## src/rtl/ifu_fetch.sv

```systemverilog
// Instruction fetch stage: holds the fetch PC, issues one outstanding imem request at a time,
// buffers a returned word and loads the IF/ID register consumed by decode.
module ifu_fetch #(
    parameter logic [63:0] RESET_PC = 64'h0000_0000_8000_0000,
    parameter int unsigned PC_STEP  = 4
) (
    input  logic        clk,
    input  logic        rstn,
    input  logic        ifu_update,
    input  logic        redirect_en,
    input  logic [63:0] redirect_pc,
    output logic        imem_req_valid,
    input  logic        imem_req_ready,
    output logic [63:0] imem_req_addr,
    input  logic        imem_resp_valid,
    input  logic [31:0] imem_resp_data,
    output logic        ifu_stall,
    output logic [31:0] ifu_instr,
    output logic [63:0] ifu_pc,
    output logic [63:0] ifu_snxt_pc,
    output logic        ifu_valid
);

    localparam logic [63:0] Step = 64'(PC_STEP);

    typedef enum logic [1:0] {StReq, StWait, StHold} state_e;

    state_e      state_q, state_d;
    logic [63:0] fetch_pc_q, fetch_pc_d;
    logic        drop_q, drop_d;
    logic [31:0] buf_q, buf_d;
    logic [31:0] instr_q, instr_d;
    logic [63:0] pc_q, pc_d;
    logic [63:0] snxt_q, snxt_d;
    logic        valid_q, valid_d;
    // Set by reset until the first new handshake: a response from an abandoned pre-reset
    // transaction may still arrive and is legal to ignore.
    logic        stale_ok_q, stale_ok_d;

    logic        req_fire;
    logic        resp_ok;
    logic        have_instr;
    logic        load;
    logic [31:0] instr_src;

    always_comb begin
        req_fire   = (state_q == StReq) && imem_req_ready;
        resp_ok    = (state_q == StWait) && imem_resp_valid && !drop_q;
        have_instr = resp_ok || (state_q == StHold);
        instr_src  = (state_q == StHold) ? buf_q : imem_resp_data;
        load       = ifu_update && have_instr && !redirect_en;

        state_d    = state_q;
        fetch_pc_d = fetch_pc_q;
        drop_d     = drop_q;
        buf_d      = buf_q;
        instr_d    = instr_q;
        pc_d       = pc_q;
        snxt_d     = snxt_q;
        valid_d    = valid_q;
        stale_ok_d = stale_ok_q && !req_fire;

        if (ifu_update) begin
            valid_d = load;
            instr_d = load ? instr_src : 32'h0;
            pc_d    = load ? fetch_pc_q : 64'h0;
            snxt_d  = load ? fetch_pc_q + Step : 64'h0;
        end

        if (redirect_en) begin
            fetch_pc_d = {redirect_pc[63:2], 2'b00};
            case (state_q)
                StReq: begin
                    if (imem_req_ready) begin
                        state_d = StWait;
                        drop_d  = 1'b1;
                    end
                end
                StWait: begin
                    if (imem_resp_valid) begin
                        state_d = StReq;
                        drop_d  = 1'b0;
                    end else begin
                        drop_d = 1'b1;
                    end
                end
                default: state_d = StReq;
            endcase
        end else begin
            case (state_q)
                StReq: begin
                    if (imem_req_ready) state_d = StWait;
                end
                StWait: begin
                    if (imem_resp_valid) begin
                        if (drop_q) begin
                            drop_d  = 1'b0;
                            state_d = StReq;
                        end else if (ifu_update) begin
                            fetch_pc_d = fetch_pc_q + Step;
                            state_d    = StReq;
                        end else begin
                            buf_d   = imem_resp_data;
                            state_d = StHold;
                        end
                    end
                end
                StHold: begin
                    if (ifu_update) begin
                        fetch_pc_d = fetch_pc_q + Step;
                        state_d    = StReq;
                    end
                end
                default: state_d = StReq;
            endcase
        end
    end

    always_ff @(posedge clk) begin
        if (!rstn) begin
            state_q    <= StReq;
            fetch_pc_q <= RESET_PC;
            drop_q     <= 1'b0;
            buf_q      <= 32'h0;
            instr_q    <= 32'h0;
            pc_q       <= 64'h0;
            snxt_q     <= 64'h0;
            valid_q    <= 1'b0;
            stale_ok_q <= 1'b1;
        end else begin
            state_q    <= state_d;
            fetch_pc_q <= fetch_pc_d;
            drop_q     <= drop_d;
            buf_q      <= buf_d;
            instr_q    <= instr_d;
            pc_q       <= pc_d;
            snxt_q     <= snxt_d;
            valid_q    <= valid_d;
            stale_ok_q <= stale_ok_d;
        end
    end

    always_comb begin
        imem_req_valid = rstn && (state_q == StReq);
        imem_req_addr  = fetch_pc_q;
        ifu_stall      = !have_instr;
        ifu_instr      = instr_q;
        ifu_pc         = pc_q;
        ifu_snxt_pc    = snxt_q;
        ifu_valid      = valid_q;
    end

    a_resp_only_in_wait: assert property (@(posedge clk) disable iff (!rstn)
        imem_resp_valid |-> (state_q == StWait) || stale_ok_q)
        else $error("imem response outside WAIT");

endmodule

```

## config.mk

```make
export PLATFORM = sky130hd
export DESIGN_NAME = ifu_fetch
export DESIGN_NICKNAME = d
export VERILOG_FILES = /design/src/rtl/ifu_fetch.sv
export SDC_FILE = /design/constraint.sdc
export NUM_CORES = 1
export LEC_CHECK = 0
export ABC_AREA = 1
export CAP_MARGIN = 20
export CORE_ASPECT_RATIO = 1.1
export CORE_MARGIN = 2
export CORE_UTILIZATION = 43
export DETAILED_ROUTE_END_ITERATION = 10
export HOLD_SLACK_MARGIN = 0.02
export PLACE_DENSITY_LB_ADDON = 0.1
export SYNTH_ARGS = -nofsm -noshare
export SYNTH_HDL_FRONTEND = slang
export SYNTH_SLANG_ARGS = --single-unit
```

## constraint.sdc

```tcl
create_clock -name clk -period 1.6 [get_ports clk]
set_input_delay 0.48 -clock clk [delete_from_list [all_inputs] [get_ports clk]]
set_output_delay 0.48 -clock clk [all_outputs]
set_load 0.01 [all_outputs]
```

==> results of run 1 <==
-- synthesized netlist by cell type, drive strengths merged --
| master | count |
|---|---|
| nand2 | 551 |
| dfxtp | 254 |
| a21oi | 233 |
| nor2 | 133 |
| inv | 106 |
| o21ai | 82 |
| clkbuf | 62 |
| nand3 | 46 |
| a22oi | 40 |
| buf | 32 |
| xor2 | 18 |
| a31oi | 16 |
| nand4 | 12 |
| xnor2 | 5 |
| or2 | 4 |
| a2111oi | 2 |
| nor3 | 2 |
| o211ai | 2 |
| a211oi | 1 |
| clkinv | 1 |
| conb | 1 |
| ha | 1 |
| nor4 | 1 |
-- final timing paths --
path / startpoint / to
max reg2reg: state_q[0] / ifu_snxt_pc[12]
max: state_q[0] / ifu_snxt_pc[12]
min: imem_resp_valid / state_q[0]
min reg2reg: buf_q[9] / buf_q[9]
-- cell families (layout without fill, tap and decap cells) --
logic type | after synthesis | count (layout)
AND/OR/NAND/NOR | 749 | 749
AO/OA/AOI/OAI | 376 | 376
flip-flops | 254 | 254
buffers and inverters | 201 | 776
XOR/XNOR | 23 | 23
adder cells (fa/ha/maj) | 1 | 1
other | 1 | 7
-- through the flow --
stage	setup WS [ns]	util, %	TNS [ns]
finish	-0.279	84.0	-26.81
global route	-0.306	84.0	-43.74
CTS	-0.261	73.7	-26.06
detailed placement	-0.694	62.8	-144.20
global placement	-0.662	62.8	-134.88
floorplan	0.0170	-	0
-- cells in the final DEF (no fill, tap or decap), drive strengths merged, types with 5 or more instances in the layout --
cell and count:
nand2 551, buf 382, dfxtp 254, a21oi 233, nor2 133, clkdlybuf4s15 131, inv 107, clkdlybuf4s50 96
o21ai 82, nand3 46, clkbuf 43, a22oi 40, xor2 18, a31oi 16, nand4 12, clkinv 8
conb 6, xnor2 5, bufinv 5
-- per-layer routing --
layer	up-vias	routed length [µm]	global-route usage, %
met5	-	0	0
met4	0	3220	10.7
met3	243	4830	6.35
met2	778	25400	51.4
met1	6656	19100	38.3
li1	6338	-	-
-- sequential cells by signal, summed over array words and instances (netlist names) --
signal,count
drop_q,1
ifu_valid,1
imem_req_addr,62
state_q,2
ifu_pc,62
ifu_snxt_pc,62
buf_q,32
ifu_instr,32
-- timing repair --
item                       4_1_cts  5_1_grt
setup buffers                   64       41
pin swaps                       60      200
gates cloned                    15        8
gates resized for setup       1071      565
hold buffers                     0        0
setup endpoints to repair      414      370
-- area by class of cell --
class,instances,share of cell area (%)
timing repair buffer,620,30.4
tap,346,2.02
inverter,107,2.12
sequential,254,24.6
clock buffer,34,3.47
multi-input combinational,1155,36.4
clock inverter,15,0.976
antenna,1,0.0117
-- where the power goes --
part	switching, mW	internal [mW]	leakage (nW)
clock network	2.75	4.09	0.468
registers	0.161	6.45	2.10
logic	1.25	1.19	5.90
total	4.17	11.7	8.47
==> results.json, run 1 <==
{
  "status": "finished with violations",
  "violations": "setup timing",
  "vdd_drop_max_uv": 900,
  "worstPathArrival_ns": 2.31,
  "synthesis.instances": 1605,
  "syn_area_per_cell_um2": 6.98,
  "cts_made_buffers": 27,
  "critPathSlowestCell": "dfxtp_2",
  "ys_seq_elements": 254,
  "powerDensity_mw_per_mm2": 743,
  "cp_cell_sequence": "nand2_2, nor2_4, nand2_1, nand2_2, buf_6, nand2_4, nor2_4, buf_12, inv_12, or2_1, a21oi_1",
  "critPathMaxStageDelay_ns": 0.35,
  "syn_area_mm2": 0.0112,
  "die_area_mm2": 0.0274,
  "whs_ns": 0.315,
  "synthXorXnorAreaFrac_pct": 1.80,
  "clock_sinks": 254,
  "port-buffer-count": 320,
  "slew_viol_final": 0,
  "max_freq_mhz": 532,
  "design_area_mm2": 0.0214,
  "rsz0062_at_grt": "true",
  "finalWirelength_um": 52600,
  "min_period_over_period_pct": 117,
  "synth_top_family_by_area": "simple AND/OR/NAND/NOR gates",
  "clock_latency_ns": 0.55,
  "leakage_nw": 8.47,
  "initial_core_util_pct": 44.0,
  "root_buffer": "clkbuf_16",
  "start_kind": "flop",
  "grt_pass1_vias": 12400,
  "cp_num_cells": 11,
  "via_count": 14000,
  "synthSimpleGateAreaFrac_pct": 27.2,
  "fillers": 1454,
  "worst-path-buf-inv": 3,
  "antenna_found_initial": 1,
  "grt_pass1_wl_um": 66700,
  "dp_hpwl_um": 28100,
  "regArea_mm2": 0.00528,
  "setup_violations": 289,
  "io_pins": 329,
  "gp_congestion": 0.891,
  "critPathKind": "reg -> reg",
  "synth_adder_area_share_pct": 0.112,
  "area_growth_pct": 91.0,
  "slew-limit-headroom_pct": 51.9,
  "holdCritPathClass": "in -> reg",
  "antenna_left": 0,
  "period_minus_slack_ns": 1.88,
  "drive_gt1_share_pct": 50.4,
  "synth_top_area_share_pct": 45.4,
  "gr-total-overflow": 0,
  "critPathTopFamily": "simple AND/OR/NAND/NOR gates",
  "viasPerCell": 5.54,
  "skew_ns": 0.0163,
  "setup_slack_ns": -0.279,
  "endpoint_kind": "flop",
  "maxCapViolCount": 0,
  "dpl_cell_area_mm2": 0.0160,
  "die_w_um": 158,
  "drc": 0,
  "track_usage_pct": 30.4,
  "place_inst": 2363,
  "yosysWarnings": 0,
  "clkTransAtPathRegs_ns": 0.06,
  "core_mm2": 0.0255,
  "clockBufferDepth": 3,
  "muxShareOfSynthArea_pct": 0,
  "ff2ff_path_depth": 11,
  "multiInputGateArea_mm2": 0.00778,
  "hold_viol_final": 0,
  "htree_levels": 1,
  "grt_start_max_net_pins": 105,
  "synth_top_cell_by_area": "dfxtp_1",
  "drtIter0Drc": 859,
  "fin_total_pwr_mw": 15.9,
  "cp_max_fo": 7,
  "worst_pin_slew_ns": 0.721,
  "firstDrtPassIters": 5,
  "synth_compound_area_share_pct": 18.0,
  "fin_nets": 2268,
  "fp.dieH_um": 173,
  "routedWlPerCell_um": 20.8,
  "reg2reg_slack_ns": -0.28,
  "required_ns": 2.03,
  "synth_cell_type_count": 35,
  "ys_top_cells_by_area": "dfxtp_1, nand2_1, a21oi_1",
  "tritoncts": "yes",
  "core.rowCount": 61,
  "whs_path_depth": 2,
  "fin_cells": 2532,
  "synth_seq_area_share_pct": 45.4
}
Power figures use the tool's default switching activity.
==> inputs of run 2 (changes only) <==
- CORE_UTILIZATION: 43 -> 51
- GPL_ROUTABILITY_DRIVEN: default -> 1
- REMOVE_ABC_BUFFERS: default -> 1
- clock period: 1.6 -> 2.3 ns (I/O delays scaled with it)
==> results.json, run 2 (same netlist as run 1, synthesis figures left out) <==
{
  "status": "completed",
  "leakage_nw": 5.79,
  "firstDrtPassIters": 5,
  "via_count": 11900,
  "ff2ff_path_depth": 10,
  "finalWirelength_um": 37800,
  "min-delay-start": "imem_resp_valid",
  "die_area_mm2": 0.0232,
  "gr-total-overflow": 0,
  "crit-reg2reg-capture": "imem_req_addr[52]",
  "final_cell_mix": "nand2_1, clkdlybuf4s50_1, a21oi_1",
  "viasPerCell": 5.32,
  "final.setup.tns_ns": 0,
  "core.rowCount": 56,
  "gp_congestion": 0.934,
  "drc": 0,
  "cp_num_cells": 1,
  "start_kind": "flop",
  "final_common_cell": "nand2_1",
  "gr-max-usage-layer": "met2",
  "antenna_left": 0,
  "fillers": 1675,
  "worst-path-buf-inv": 1,
  "critPathSlowestCell": "clkdlybuf4s50_1",
  "routedWlPerCell_um": 16.9,
  "hold_end": "state_q[0]",
  "critPathTopFamily": "buffers and inverters",
  "grt_start_max_net_pins": 105,
  "grtUsageMet2_pct": 54.4,
  "die_w_um": 145,
  "fin_total_pwr_mw": 10.2,
  "antenna_found_initial": 1,
  "skew_ns": 0.0121,
  "tritoncts": "yes",
  "track_usage_pct": 31.2,
  "worstPathArrival_ns": 1.60,
  "met3_usage_pct": 7.05,
  "dp_hpwl_um": 26800,
  "slew_viol_final": 0,
  "whs_path_depth": 2,
  "max_freq_mhz": 437,
  "cts_made_buffers": 27,
  "cp_cell_sequence": "clkdlybuf4s50_1",
  "clock_latency_ns": 0.53,
  "critPathKind": "reg -> out",
  "required_ns": 1.61,
  "clock_sinks": 254,
  "root_buffer": "clkbuf_16",
  "htree_levels": 1,
  "min_period_over_period_pct": 99.5,
  "powerDensity_mw_per_mm2": 640,
  "grt_pass1_wl_um": 59500,
  "grt_util_met1_pct": 37.7,
  "r2r-start": "imem_req_addr[3]",
  "vdd_drop_max_uv": 573,
  "initial_core_util_pct": 52.3,
  "io_pins": 329,
  "period_minus_slack_ns": 2.29,
  "clkTransAtPathRegs_ns": 0.06,
  "area_growth_pct": 42.5,
  "post-place-ws_ns": -0.385,
  "setup_slack_ns": 0.0109,
  "reg2reg_slack_ns": 0.19,
  "grt_pass1_vias": 11400,
  "drtIter0Drc": 732,
  "holdCritPathClass": "in -> reg",
  "port-buffer-count": 320,
  "core_mm2": 0.0214,
  "critPathMaxStageDelay_ns": 0.60,
  "fin_nets": 2025,
  "slew-limit-headroom_pct": 56.3,
  "endpoint_kind": "output port",
  "cp_max_fo": 6,
  "clockBufferDepth": 3,
  "fp.dieH_um": 159,
  "setup_violations": 0,
  "worst_pin_slew_ns": 0.656,
  "maxCapViolCount": 0,
  "hold_viol_final": 0,
  "drive_gt1_share_pct": 9.58
}
[run 2: cell types whose count changed in the layout (fill, tap and decap cells not counted), sizes merged]
cell | before | now
bufinv | 5 | 4
clkinvlp | 2 | 1
buf | 382 | 60
dlymetal6s2s | 0 | 6
clkdlybuf4s15 | 131 | 0
clkinv | 8 | 7
dlygate4sd2 | 2 | 8
clkdlybuf4s50 | 96 | 303
clkbuf | 43 | 36
[run 2: worst max-delay path by stage]
stage	end	from
floorplan	buf_q[0]	ifu_update
global placement	imem_req_valid	rstn
detailed placement	ifu_stall	imem_resp_valid
CTS	ifu_stall	imem_resp_valid
global route	imem_req_addr[13]	imem_req_addr[13]
finish	imem_req_addr[13]	imem_req_addr[13]
[run 2: layer usage]
metal  vias to the layer above  wire length [µm]
met3                        84              2860
met4                         0              1360
met2                       427             18200
met5                         -                 0
li1                       5837                 -
met1                      5520             15300
[run 2: metrics by stage]
stage	area (µm²)	util, %	hold slack, ns	instances
3_5_place_dp	15000	69.9	0.438	2183
2_1_floorplan	10800	-	0.424	1516
3_3_place_gp	15000	69.9	0.433	2183
5_1_grt	16000	74.5	0.429	2232
6_report	16000	74.5	0.417	2232
4_1_cts	15900	74.3	0.448	2231
[run 2: final cells by class]
cell class / count / area (µm²) / share of cell area [%]
Clock buffer: 36 / 779 / 4.88
Multi-Input combinational cell: 1155 / 5320 / 33.3
Timing Repair Buffer: 377 / 3810 / 23.9
Sequential cell: 254 / 5130 / 32.1
Clock inverter: 12 / 163 / 1.02
Antenna cell: 1 / 2.50 / 0.0157
Inverter: 107 / 412 / 2.58
Tap cell: 290 / 363 / 2.27
[run 2: timing repair]
action	CTS	global route
endpoints found under the setup margin	27	24
resized for setup	34	27
hold buffers	0	0
endpoints found under the hold margin	0	0
setup buffers	0	0
pin swaps	0	3
[run 2: power by group]
part           leakage (nW)  internal, mW  switching, mW  total [mW]
logic                  3.25         0.484          0.494       0.978
registers              2.07          4.51          0.131        4.64
clock network         0.469          2.81           1.80        4.61
==> inputs of run 3 (changes only) <==
- CORE_UTILIZATION: 51 -> 48
- CTS_CLUSTER_DIAMETER: default -> 50
- SLEW_MARGIN: default -> 5
- clock period: 2.3 -> 2.34 ns (I/O delays scaled with it)
==> results.json, run 3 (same netlist as run 1, synthesis figures left out) <==
{
  "max_freq_mhz": 432,
  "fin_cells": 2258,
  "setup_violations": 0,
  "start_kind": "flop",
  "via_count": 11700,
  "reg2reg_slack_ns": 0.15,
  "min-delay-start": "buf_q[23]",
  "place_inst": 2190,
  "required_ns": 1.64,
  "initial_core_util_pct": 48.9,
  "dp_hpwl_um": 26500,
  "core_mm2": 0.0229,
  "worstPathArrival_ns": 1.61,
  "htree_levels": 1,
  "viasPerCell": 5.19,
  "grt_pass1_wl_um": 56900,
  "drive_gt1_share_pct": 9.86,
  "holdCritPathClass": "reg -> reg",
  "fin_total_pwr_mw": 9.98,
  "antenna_found_initial": 1,
  "crit-reg2reg-capture": "ifu_snxt_pc[30]",
  "cp_max_fo": 4,
  "critPathMaxStageDelay_ns": 0.53,
  "min_period_over_period_pct": 98.8,
  "fillers": 1989,
  "fp.dieH_um": 164,
  "drc": 0,
  "whs_ns": 0.444,
  "area_growth_pct": 43.4,
  "endpoint_kind": "output port",
  "tritoncts": "yes",
  "powerDensity_mw_per_mm2": 621,
  "antenna_left": 0,
  "rsz0062_at_grt": "true",
  "post-place-ws_ns": -0.385,
  "maxCapViolCount": 0,
  "design_area_mm2": 0.0161,
  "drtIter0Drc": 578,
  "final_cell_mix": "nand2_1, clkdlybuf4s50_1, a21oi_1",
  "grt_pass1_vias": 10900,
  "finalWirelength_um": 37200,
  "fin_nets": 2037,
  "routedWlPerCell_um": 16.5,
  "root_buffer": "clkbuf_16",
  "r2r-start": "state_q[0]",
  "final_common_cell": "nand2_1",
  "skew_ns": 0.00927,
  "port-buffer-count": 320,
  "critPathKind": "reg -> out",
  "gr-total-overflow": 0,
  "slew-limit-headroom_pct": 52.6,
  "hold_end": "buf_q[23]",
  "dpl_cell_area_mm2": 0.0149,
  "die_area_mm2": 0.0246,
  "hold_viol_final": 0,
  "clock_sinks": 254,
  "cts_made_buffers": 29,
  "status": "completed",
  "ff2ff_path_depth": 16,
  "clkTransAtPathRegs_ns": 0.06,
  "period_minus_slack_ns": 2.31,
  "die_w_um": 150,
  "grt_start_max_net_pins": 105,
  "whs_path_depth": 2,
  "worst_pin_slew_ns": 0.711,
  "cp_cell_sequence": "buf_4, clkdlybuf4s50_1",
  "cts_hold_buf": 0,
  "clockBufferDepth": 3,
  "io_pins": 329,
  "vdd_drop_max_uv": 640,
  "core.rowCount": 58,
  "setup_slack_ns": 0.0275,
  "critPathSlowestCell": "clkdlybuf4s50_1",
  "clock_latency_ns": 0.55,
  "firstDrtPassIters": 5,
  "gp_congestion": 0.901,
  "slew_viol_final": 0,
  "leakage_nw": 5.76,
  "track_usage_pct": 28.7
}
[run 3: cell types whose count changed in the layout (fill, tap and decap cells not counted), sizes merged]
cell and change:
dlygate4sd2 -5, clkdlybuf4s50 +9, clkinvlp +2, clkbuf +9, bufinv -3, clkinv -2
dlymetal6s2s -4, inv +2, buf +8
[run 3: through the flow]
stage	setup TNS [ns]	util [%]
global placement	-45.92	65.2
CTS	0	69.7
detailed placement	-47.87	65.2
global route	-0.0286	70.1
finish	0	70.1
floorplan	-473.22	-
[run 3: layer usage]
layer	vias to the layer above	GRT usage [%]	share of wire (%)
met5	-	0	0
met4	0	9.39	3.0
met3	73	6.36	7.3
met2	369	49.3	48
met1	5413	35.8	42
li1	5865	-	-
[run 3: layout make-up]
| class | instances | area [µm²] | share of cell area [%] |
|---|---|---|---|
| Multi-Input combinational cell | 1155 | 5310 | 33.0 |
| Antenna cell | 1 | 2.50 | 0.0156 |
| Clock buffer | 43 | 848 | 5.28 |
| Clock inverter | 11 | 105 | 0.654 |
| Timing Repair Buffer | 387 | 3890 | 24.2 |
| Inverter | 107 | 412 | 2.56 |
| Tap cell | 300 | 375 | 2.33 |
| Sequential cell | 254 | 5130 | 31.9 |
[run 3: worst max path at each step]
stage | cells past startpoint | endpoint | start
2_1_floorplan | 4 | buf_q[0] | ifu_update
3_3_place_gp | 5 | imem_req_valid | rstn
3_5_place_dp | 5 | imem_req_valid | rstn
4_1_cts | 2 | imem_req_addr[34] | imem_req_addr[34]
5_1_grt | 5 | imem_req_valid | rstn
6_report | 2 | imem_req_addr[37] | imem_req_addr[37]
[run 3: timing repair]
action                                  4_1_cts  5_1_grt
hold endpoints to repair                      0        0
cloned                                        0        2
endpoints found under the setup margin       22       22
pin swaps                                     2        1
resized for setup                            30       20
setup buffers                                 9        2
[run 3: critical path: cells and delay by family, from the launching register on]
| kind | cells | cell delay (ns) |
|---|---|---|
| buffers and inverters | 2 | 0.69 |
| flip-flops | 1 | 0.37 |
[run 3: report_power, final]
group | leakage, nW | internal [mW] | total [mW] | switching (mW)
sequential | 2.07 | 4.43 | 4.56 | 0.131
combinational | 3.23 | 0.485 | 0.961 | 0.477
clock | 0.461 | 2.63 | 4.46 | 1.83
total | 5.76 | 7.54 | 9.98 | 2.44
==> variant, RTL diff (flow settings as in run 1) <==
Encoding of `state_e`: now one-hot (3 bits for 3 states).
--- a/src/rtl/ifu_fetch.sv
+++ b/src/rtl/ifu_fetch.sv
@@ -24,5 +24,5 @@
     localparam logic [63:0] Step = 64'(PC_STEP);
 
-    typedef enum logic [1:0] {StReq, StWait, StHold} state_e;
+    typedef enum logic [2:0] {StReq = 3'b001, StWait = 3'b010, StHold = 3'b100} state_e;
 
     state_e      state_q, state_d;
Check against the original RTL: same outputs for any inputs over 4 cycles, from zero or initial values and one cycle with rstn low; so few cycles prove little.
==> variant against run 1 <==
The flow still finishes with violations (setup timing); synthesized area rose by 4.1%; total power fell by 7.0%; die area rose by 4.0%; wire length fell by 8.8%; setup slack got worse by 0.098 ns; core utilization fell by 11 points; register-to-register slack got worse by 0.07 ns; clock skew fell by 0.0042 ns; clock power fell by 10%; sequential cell count rose by 1; count of clock-buffer cells in the layout did not move; design area fell by 8.4%; critical path type is now flop to output port; highest routed layer is now met5.
==> variant: results (changes against run 1) <==
DP Wirelength=31100 um (was 28100 um); Detailed Route Iter0 Violations=849 (was 859); Post-synth top cells=nand2_1 (580), dfxtp_1 (255), a21oi_1 (224), nor2_1 (175), o21ai_0 (153) (was nand2_1 (539), dfxtp_1 (254), a21oi_1 (233), nor2_1 (118), inv_1 (99)); final setup margin=-0.377 ns (was -0.279 ns); Filler cells=2179 (was 1454); largest net degree at the start of global routing=65 (was 105); Wirelength per Cell=18.1 um (was 20.8 um); slowest stage delay, CP=0.32 ns (was 0.35 ns); GRT Util Overall=0.304 (about the same); CP max FO=3 (was 7); initial antenna violation count=2 (was 1); synth unique cells=34 (was 35); TNS Setup=-51.47 ns (was -26.81 ns); Reg area=5240 um^2 (was 5280 um^2); final setup fails=232 (was 289); Worst Hold Class=flop to flop (was input pin to flop); nets=2380 (was 2268); global placer's final weighted congestion=0.934 (was 0.891); Peak supply drop=1110 uV (was 900 uV); DP Area=16600 um^2 (was 16000 um^2); status=finished, violations left (unchanged); sequential cell area fraction in the yosys report=0.437 (was 0.454); dominant cells by area after synthesis=dfxtp_1 (44%), nand2_1 (19%), a21oi_1 (9.6%) (was dfxtp_1 (45%), nand2_1 (18%), a21oi_1 (10%)); Least-Margin Pin Slew=0.621 ns (was 0.721 ns); share of cells above drive strength 1=0.351 (was 0.504); via count=13.8k (was 14.0k); Reg2Reg Depth=13 (was 11); failing checks=setup timing (unchanged)
-- variant: changes by cell type after synthesis, sizes merged, moves of 3 or more --
| cell | run 1 | this run |
|---|---|---|
| a22oi | 40 | 2 |
| or2 | 4 | 0 |
| nand2 | 551 | 586 |
| inv | 106 | 127 |
| nor3 | 2 | 11 |
| clkbuf | 62 | 67 |
| nand3 | 46 | 29 |
| a31oi | 16 | 4 |
| xor2 | 18 | 24 |
| and2 | 0 | 3 |
| nor2 | 133 | 184 |
| a21oi | 233 | 224 |
| o21ai | 82 | 167 |
-- variant: timing repair --
item | CTS | global route
buffers inserted | 46 | 16
setup endpoints to repair | 426 | 386
pin swaps | 16 | 34
cloned | 9 | 16
resized for setup | 1008 | 187
-- variant: cells by family (layout without fill, tap and decap cells) --
logic type,count (synthesis),after routing,synth area share
and+or+nand+nor,824,824,0.279
adders and majority gates,1,1,0.00107
other,1,6,0.000321
xor gates and xnor gates,29,29,0.0218
DFF,255,255,0.437
AOI/OAI and AO/OA,402,402,0.175
buffers and inverters,226,776,0.0858
-- variant: per-layer routing --
layer  share of wire  track usage
met1            0.40        0.362
met2            0.49        0.554
met5         0.00038            0
met4           0.038       0.0826
met3           0.070       0.0628
-- variant: cell type report --
type,instances,share of cell area
Clock buffer,34,0.0384
Inverter,127,0.0253
Tap cell,357,0.0228
Multi-Input combinational cell,1262,0.324
Clock inverter,11,0.00472
Timing Repair Buffer,604,0.318
Sequential cell,255,0.267
-- variant: through the flow --
stage	worst slack (ns)	hold WS (ns)
after global placement	-0.624	0.433
after floorplan	-0.0248	0.425
after detailed placement	-0.658	0.438
after global routing	-0.456	0.469
final	-0.377	0.445
after CTS	-0.367	0.447
-- variant: path summary, 6_finish.rpt --
kind / from / to / slack (ns)
min reg2reg: buf_q[28] / buf_q[28] / 0.45
max: state_q[1] / ifu_stall / -0.38
min: buf_q[28] / buf_q[28] / 0.45
max reg2reg: state_q[1] / ifu_pc[5] / -0.35
-- variant: worst max-delay path: cells and delay by family (launching register included) --
family / cells / cell delay (ns)
buffers and inverters: 3 / 0.20
flip-flops: 1 / 0.32
AND/OR/NAND/NOR: 3 / 0.44
-- variant: power by group through the flow --
stage	clock [W]	combinational, W	sequential [W]
floorplan	0	0.000613	0.00681
global placement	0	0.00168	0.00674
detailed placement	0	0.00170	0.00674
CTS	0.00620	0.00191	0.00661
global route	0.00646	0.00217	0.00663
finish	0.00614	0.00203	0.00662
